--- config.mk ---
export PLATFORM = sky130hd
export DESIGN_NAME = aib_link_bringup_ctrl
export DESIGN_NICKNAME = d
export VERILOG_FILES = /design/src/rtl/aib_link_bringup_ctrl.sv
export SDC_FILE = /design/constraint.sdc
export NUM_CORES = 1
export LEC_CHECK = 0
export BUFFER_PORTS_ARGS = -buffer_cell sky130_fd_sc_hd__buf_2
export CAP_MARGIN = 20
export CORE_MARGIN = 2
export CORE_UTILIZATION = 43
export DETAILED_ROUTE_END_ITERATION = 6
export HOLD_SLACK_MARGIN = 0.03
export PLACE_DENSITY = 0.85
export SYNTH_ARGS = -nofsm -noshare
export SYNTH_HDL_FRONTEND = slang
export SYNTH_SLANG_ARGS = --single-unit
--- constraint.sdc ---
create_clock -name clk_wr -period 2.27 [get_ports clk_wr]
set_input_delay 0.454 -clock clk_wr [delete_from_list [all_inputs] [get_ports clk_wr]]
set_output_delay 0.454 -clock clk_wr [all_outputs]
set_load 0.01 [all_outputs]
--- src/rtl/aib_link_bringup_ctrl.sv ---
// AIB link bring-up controller.
// Sequences adapter reset, MAC ready and the AIB handshake (MAC ready,
// transfer enable, RX alignment) on the low-order active channels, with
// per-wait-state timeouts, bounded retries and a sticky failure state.
module aib_link_bringup_ctrl #(
  parameter int NBR_CHNLS      = 24,
  parameter int ACTIVE_CHNLS   = 1,
  parameter int RST_CYCLES     = 16,
  parameter int TIMEOUT_CYCLES = 1000,
  parameter int MAX_RETRY      = 3
) (
  input  logic                 clk_wr,
  input  logic                 rst_wr_n,
  input  logic                 start,
  input  logic                 retrain,
  input  logic [NBR_CHNLS-1:0] fs_mac_rdy,
  input  logic [NBR_CHNLS-1:0] ms_tx_transfer_en,
  input  logic [NBR_CHNLS-1:0] sl_tx_transfer_en,
  input  logic [NBR_CHNLS-1:0] m_rx_align_done,
  output logic [NBR_CHNLS-1:0] ns_adapter_rstn,
  output logic [NBR_CHNLS-1:0] ns_mac_rdy,
  output logic                 link_up,
  output logic                 link_err,
  output logic [2:0]           state,
  output logic [3:0]           retry_cnt
);

  typedef enum logic [2:0] {
    ST_IDLE       = 3'd0,
    ST_RST_HOLD   = 3'd1,
    ST_WAIT_RDY   = 3'd2,
    ST_WAIT_XFER  = 3'd3,
    ST_WAIT_ALIGN = 3'd4,
    ST_LINK_UP    = 3'd5,
    ST_FAIL       = 3'd6
  } state_e;

  // Active channels are the low-order ACTIVE_CHNLS bits.
  localparam logic [NBR_CHNLS-1:0] ACT_MASK =
    {NBR_CHNLS{1'b1}} >> (NBR_CHNLS - ACTIVE_CHNLS);

  localparam int              RCW          = $clog2(RST_CYCLES + 1);
  localparam logic [RCW-1:0]  RST_LOAD     = RCW'(RST_CYCLES - 1);
  localparam logic [15:0]     TIMEOUT_LOAD = 16'(TIMEOUT_CYCLES);
  localparam logic [4:0]      MAX_RETRY_W  = 5'(MAX_RETRY);

  // Status index order inside the synchronizer bank.
  localparam int IDX_RDY   = 0;
  localparam int IDX_MS    = 1;
  localparam int IDX_SL    = 2;
  localparam int IDX_ALIGN = 3;

  logic [3:0][NBR_CHNLS-1:0] status_raw;
  logic [3:0][NBR_CHNLS-1:0] sync1_q;
  logic [3:0][NBR_CHNLS-1:0] sync2_q;

  state_e         state_q, state_d;
  logic [3:0]     retry_q, retry_d;
  logic [15:0]    timer_q, timer_d;
  logic [RCW-1:0] rst_cnt_q, rst_cnt_d;

  logic rdy_met, xfer_met, align_met, all_met;
  logic fault;
  logic retry_limit;
  logic [3:0] retry_inc;

  assign status_raw[IDX_RDY]   = fs_mac_rdy;
  assign status_raw[IDX_MS]    = ms_tx_transfer_en;
  assign status_raw[IDX_SL]    = sl_tx_transfer_en;
  assign status_raw[IDX_ALIGN] = m_rx_align_done;

  // Two-flop synchronizer for all asynchronous AIB status inputs.
  // NOTE: sequential state uses non-blocking assignments so every flop samples pre-edge values.
  always_ff @(posedge clk_wr or negedge rst_wr_n) begin
    if (!rst_wr_n) begin
      sync1_q <= '0;
      sync2_q <= '0;
    end else begin
      sync1_q <= status_raw;
      sync2_q <= sync1_q;
    end
  end

  // A condition is met when every active bit is high; inactive bits are ignored.
  assign rdy_met   = (sync2_q[IDX_RDY] & ACT_MASK) == ACT_MASK;
  assign xfer_met  = ((sync2_q[IDX_MS] & ACT_MASK) == ACT_MASK) &&
                     ((sync2_q[IDX_SL] & ACT_MASK) == ACT_MASK);
  assign align_met = (sync2_q[IDX_ALIGN] & ACT_MASK) == ACT_MASK;
  assign all_met   = rdy_met && xfer_met && align_met;

  // FSM, timer, reset-hold counter and retry counter registers.
  always_ff @(posedge clk_wr or negedge rst_wr_n) begin
    if (!rst_wr_n) begin
      state_q   <= ST_IDLE;
      retry_q   <= '0;
      timer_q   <= '0;
      rst_cnt_q <= '0;
    end else begin
      state_q   <= state_d;
      retry_q   <= retry_d;
      timer_q   <= timer_d;
      rst_cnt_q <= rst_cnt_d;
    end
  end

  // Next-state logic: handshake progress, timeouts, link loss and retry policy.
  // NOTE: every signal gets a default first so no path leaves it unassigned (no latches).
  always_comb begin
    state_d     = state_q;
    retry_d     = retry_q;
    timer_d     = timer_q;
    rst_cnt_d   = rst_cnt_q;
    fault       = 1'b0;
    retry_inc   = (retry_q == 4'hF) ? 4'hF : retry_q + 4'd1;
    retry_limit = ({1'b0, retry_q} + 5'd1) >= MAX_RETRY_W;

    case (state_q)
      ST_IDLE, ST_FAIL: begin
        if (start) begin
          state_d   = ST_RST_HOLD;
          retry_d   = '0;
          rst_cnt_d = RST_LOAD;
          timer_d   = '0;
        end
      end
      ST_RST_HOLD: begin
        if (rst_cnt_q == '0) begin
          state_d = ST_WAIT_RDY;
          timer_d = TIMEOUT_LOAD;
        end else begin
          rst_cnt_d = rst_cnt_q - 1'b1;
        end
      end
      ST_WAIT_RDY: begin
        if (rdy_met) begin
          state_d = ST_WAIT_XFER;
          timer_d = TIMEOUT_LOAD;
        end else if (timer_q == '0) begin
          fault = 1'b1;
        end else begin
          timer_d = timer_q - 16'd1;
        end
      end
      ST_WAIT_XFER: begin
        if (xfer_met) begin
          state_d = ST_WAIT_ALIGN;
          timer_d = TIMEOUT_LOAD;
        end else if (timer_q == '0) begin
          fault = 1'b1;
        end else begin
          timer_d = timer_q - 16'd1;
        end
      end
      ST_WAIT_ALIGN: begin
        if (align_met) begin
          state_d = ST_LINK_UP;
          timer_d = '0;
        end else if (timer_q == '0) begin
          fault = 1'b1;
        end else begin
          timer_d = timer_q - 16'd1;
        end
      end
      ST_LINK_UP: begin
        // Retrain wins over a coincident link loss.
        if (retrain) begin
          state_d   = ST_RST_HOLD;
          retry_d   = '0;
          rst_cnt_d = RST_LOAD;
        end else if (!all_met) begin
          fault = 1'b1;
        end
      end
      default: begin
        state_d = ST_IDLE;
      end
    endcase

    // Timeout or link loss: count the attempt, then retry or give up.
    if (fault) begin
      retry_d   = retry_inc;
      rst_cnt_d = RST_LOAD;
      timer_d   = '0;
      state_d   = retry_limit ? ST_FAIL : ST_RST_HOLD;
    end
  end

  // Moore outputs decoded from registered state only.
  always_comb begin
    ns_adapter_rstn = '0;
    ns_mac_rdy      = '0;
    if (state_q inside {ST_WAIT_RDY, ST_WAIT_XFER, ST_WAIT_ALIGN, ST_LINK_UP}) begin
      ns_adapter_rstn = ACT_MASK;
      ns_mac_rdy      = ACT_MASK;
    end
  end

  assign link_up   = (state_q == ST_LINK_UP);
  assign link_err  = (state_q == ST_FAIL);
  assign state     = state_q;
  assign retry_cnt = retry_q;

endmodule

**After elaboration in Yosys (flattened, before gate mapping)**

Index checks and enable logic that the tools add are counted.

- Bits of input ports: 100
- Logic and storage cells: 81
- Output and inout bits: 57
- Register bits after elaboration: 36

- Eq/ne operators: 14
- Multiplexer cells: 35
- Add/subtract/negate cells: 4
- $lt $le $gt $ge: 1
- Reductions and logical operators: 15

Operators by type and width:

| cell | number |
|---|---|
| 16-bit two-way mux | 7 |
| 16-bit one-hot mux with 5 select lines | 1 |
| 3-bit two-way mux | 8 |
| 5-bit two-way mux | 4 |
| 3-bit inequality test (second input constant) | 6 |
| 3-bit one-hot mux with 6 select lines | 1 |
| 16-bit zero test | 1 |
| 4-bit two-way mux | 4 |
| 16-bit by 1-bit subtractor with 16-bit output (second input constant) | 1 |
| 5-bit one-hot mux with 3 select lines | 1 |
| 3-bit == test (second input constant) | 3 |
| 4-bit one-hot mux with 2 select lines | 1 |
| 4-bit nonzero test | 2 |
| 1-bit two-way mux | 7 |
| 3-bit by 2-bit == test with 1-bit output (second input constant) | 2 |
| 3-bit AND reduction | 2 |
| 6-bit AND reduction | 1 |
| 6-bit nonzero test | 1 |
| 4-bit by 1-bit adder with 5-bit output (second input constant) | 1 |
| 5-bit by 2-bit greater-or-equal comparator with 1-bit output (second input constant) | 1 |
| 5-bit zero test | 1 |
| 5-bit by 1-bit subtractor with 5-bit output (second input constant) | 1 |
| 4-bit by 1-bit adder with 4-bit output (second input constant) | 1 |
| 4-bit == test (second input constant) | 1 |
| 8 further kinds | 10 |

**Depth between registers and ports, before layout**

- Depth in word-level cells: 8
- Depth in mapped cells: 9
- Depth with buffers taken out: 8

**Least setup slack after synthesis**

No wires, ideal clock.

- Path type: reg2reg
- From: register timer_q[0]
- To: register timer_q[9]
- Arrival time: 1.953 ns
- Slack: 0.186 ns
- Clock period less this slack: 2.084 ns
- Required time: 2.139 ns
- Path buffers: 1
- Library setup time: 0.131 ns
- Stages on the path, launching flop included: 10
- Cell sequence: dfrtp_1 -> inv_1 -> ha_1 -> nor3b_1 -> nand4_4 -> o31a_1 -> buf_6 -> nand2_2 -> nor2_1 -> or3_1

- Cells in the longest elaborated chain, start to end: 6
- Elaborated cells on any way between the ends: 17
- Those cells by class: 1 x add/sub; 2 x eq/ne; 11 x mux; 3 x reduce/logical

Ends and longest elaborated chain:

| element | RTL line | RTL |
|---|---|---|
| from (decl) | 59 | `logic [15:0] timer_q, timer_d;` |
| from (signal assigned) | 101 | `timer_q <= timer_d;` |
| branches (longest 6 deep; another with 16-bit by 1-bit subtractor with 16-bit output) | -- |  |

Parallel ways; which one is timed is not known.
A chain may end at the register's enable or synchronous reset.

**Worst setup path in the final report**

- From: register timer_q[0]
- To: register timer_q[6]

The elaborated chain is that of the path after synthesis.

==> summary.md <==
| Metric | Value |
|---|---|
| Leak pwr | 1.27 nW |
| Syn. warnings | 0 |
| Worst Tran Pin Value | 777 ps |
| Crit. End Element | flop |
| Total gr overflow | 0 |
| Layout area overhead | 9.38% |
| Initial antenna violation count | 0 |
| Netlist cell types | 56 |
| Post-synth EDFFs | 0 |
| Peak VDD IR | 0.868 mV |
| Crit Reg-Reg Startpoint | timer_q[0] |
| Drt drc | 0 |
| Die Y | 79.9 um |
| Antenna Nets Post-Route | 0 |
| # clock sinks | 36 |
| Switching share of power | 44.7% |
| Vias in the first global route | 1808 |
| Worst-Skew Late Latency | 290 ps |
| Syn avg cell area | 9.08 um^2 |
| Die Area | 6390 um^2 |
| Die Wd | 79.9 um |
| Max_cap viols | 0 |
| First-pass GRT wire length | 8200 um |
| Routed vias/inst | 5.18 |
| Drt pass-1 iters | 4 |
| Ys async rst share | 100% |
| Vias | 1994 |
| Combinational power share | 56.4% |
| Synthesized area | 2480 um^2 |
| Routability cong. | 0.886 |
| Core ar. | 5540 um^2 |
| Critical path arrival | 2310 ps |
| # hold bufs at CTS | 0 |
| Num CTS Buffers | 5 |
| Crit path time final | 2150 ps |
| Port bufs | 18 |
| All-Layer GR Usage | 16.2% |
| Final Hold Fails | 0 |
| I/O pin total | 157 |
| Clock buffer depth | 2 |
| Hold crit path type | in -> async |
| Pint | 1.90 mW |
| Antenna diodes | 0 |
| Seq/Total Area, Yosys | 36.3% |
| Nets | 418 |
| Final Max Slew Viols | 0 |
| WS Path Type | reg -> reg |
| Root buf cell | clkbuf_8 |
| Post-DP HPWL | 3630 um |
| Leading cell type in the layout, fill and taps excluded | conb_1 |
| Fraction of layout cells with a size suffix above 1 | 21.1% |
| Dpl ws | 90.4 ps |
| Number of synthesized register bits | 36 |
| Layout Utilization | 49.0% |
| Critical Path Fanout Max | 4 |
| Worst Skew | 2.02 ps |
| Largest net degree at the start of global routing | 37 |
| Initial Util | 44.8% |
| Clock Power Share | 13.6% |
| Most frequent cells in the layout | conb_1 (46), dfrtp_1 (35), nor2_1 (24), buf_4 (22), buf_2 (18) |
| Drt wl/cell | 12.6 um |
| Startpoint Class | flop |
| Syn Inst Count | 273 |
| Final setup fails | 0 |
| Max frequency | 0.466 GHz |
| Slew margin rel. | 48.2% |
| Outcome | completed |
| Crit share post-route | 94.5% |
| FF-to-FF path depth | 10 |
| Std-Cell Rows | 27 |
| Fin worst setup slack | 124 ps |
| Synth Flop Type | dfrtp_1 |
| Final WL | 4870 um |
| Sequential power share | 30.0% |
| R2R setup slack | 120 ps |
| Pwr dens | 1270 nW/um^2 |
| Critical path required time | 2430 ps |
| CTS H-tree depth | 2 |
| Sw Pwr | 1.54 mW |
| Initial DRC Count | 121 |
| Start point of the critical path | timer_q[0] |
| Clk slew on worst S/H paths | 70 ps |
| CTS tree | built |
worst max-delay path: stages (launching register included):
cell and delay [ps]:
dfrtp_1 380, inv_1 80, ha_1 170, nor3b_2 260, nand4_4 150, buf_4 180
o31ai_2 300, buf_4 210, a31oi_1 50, o21ai_0 150, o21ai_0 110
cell families after synthesis:
group | after synthesis | synth area share, %
xor+xnor | 9 | 3.18
compound gates | 60 | 17.0
fa+ha+maj | 6 | 3.03
buf+inv | 65 | 17.5
simple gates | 96 | 22.8
flops | 36 | 36.3
other cells | 1 | 0.151
final cells by class:
type,count,area (um^2)
fillers,514,2830
multi-input cells,217,1330
flip-flops and latches,36,902
repair buffers,40,255
well taps,72,90.1
clock buffers,6,82.6
inverters,12,45.0
clock inverters,2,10.0
state kept, by name, summed over array words and instances, names as in the netlist:
signal / cells
timer_q: 16
rst_cnt_q: 5
retry_cnt: 4
sync2_q: 4
sync1_q: 4
state: 3
cells in the mapped netlist (3+ instances only):
| cell type | count | share of area, % |
|---|---|---|
| nand2_1 | 13 | 2.0 |
| nand3_1 | 10 | 2.0 |
| a31oi_1 | 5 | 1.3 |
| ha_1 | 6 | 3.0 |
| nor4_1 | 3 | 0.76 |
| nor3_1 | 9 | 1.8 |
| nor2b_1 | 4 | 1.0 |
| or3_1 | 8 | 2.0 |
| a21oi_1 | 16 | 3.2 |
| buf_4 | 48 | 15 |
| inv_1 | 12 | 1.8 |
| dfrtp_1 | 36 | 36 |
| nand3b_1 | 5 | 1.5 |
| o21ai_0 | 11 | 2.2 |
| nor2_1 | 24 | 3.6 |
| o211ai_1 | 3 | 0.91 |
| xnor2_1 | 8 | 2.8 |
routing by layer:
layer	wire length (um)	global-route usage (%)
met1	2210	20.7
met2	2360	26.6
met3	226	3.28
met4	76	6.78
met5	0	0
worst paths after layout:
check | to
setup / recovery | timer_q[6]
hold / removal | timer_q[0]
setup reg to reg | timer_q[6]
hold reg to reg | sync2_q[24]
max in group asynchronous | state[1]
min in group clk_wr | sync1_q[72]
stage by stage:
step	setup TNS (ps)	total power [mW]	std cells	area (um^2)	hold WS, ps
after floorplan	0	2.39	318	2650	158
after global placement	0	2.87	377	2610	332
after detailed placement	0	2.95	377	2610	337
after CTS	0	3.43	385	2700	259
after global routing	-3.48	3.74	385	2710	251
final	0	3.44	385	2710	241
power by group through the flow:
stage,Sequential [mW],Combinational (mW),Clock [mW]
global placement,1.02,1.85,0
finish,1.03,1.94,0.468
global route,1.06,2.17,0.511
floorplan,0.997,1.39,0
CTS,1.02,1.93,0.482
detailed placement,1.03,1.92,0
repair_timing:
| item | in CTS | in global routing |
|---|---|---|
| setup endpoints to repair | 0 | 6 |
| resized for setup | 0 | 3 |
| buffers inserted | 0 | 0 |
(Power assumes the default switching activity.)
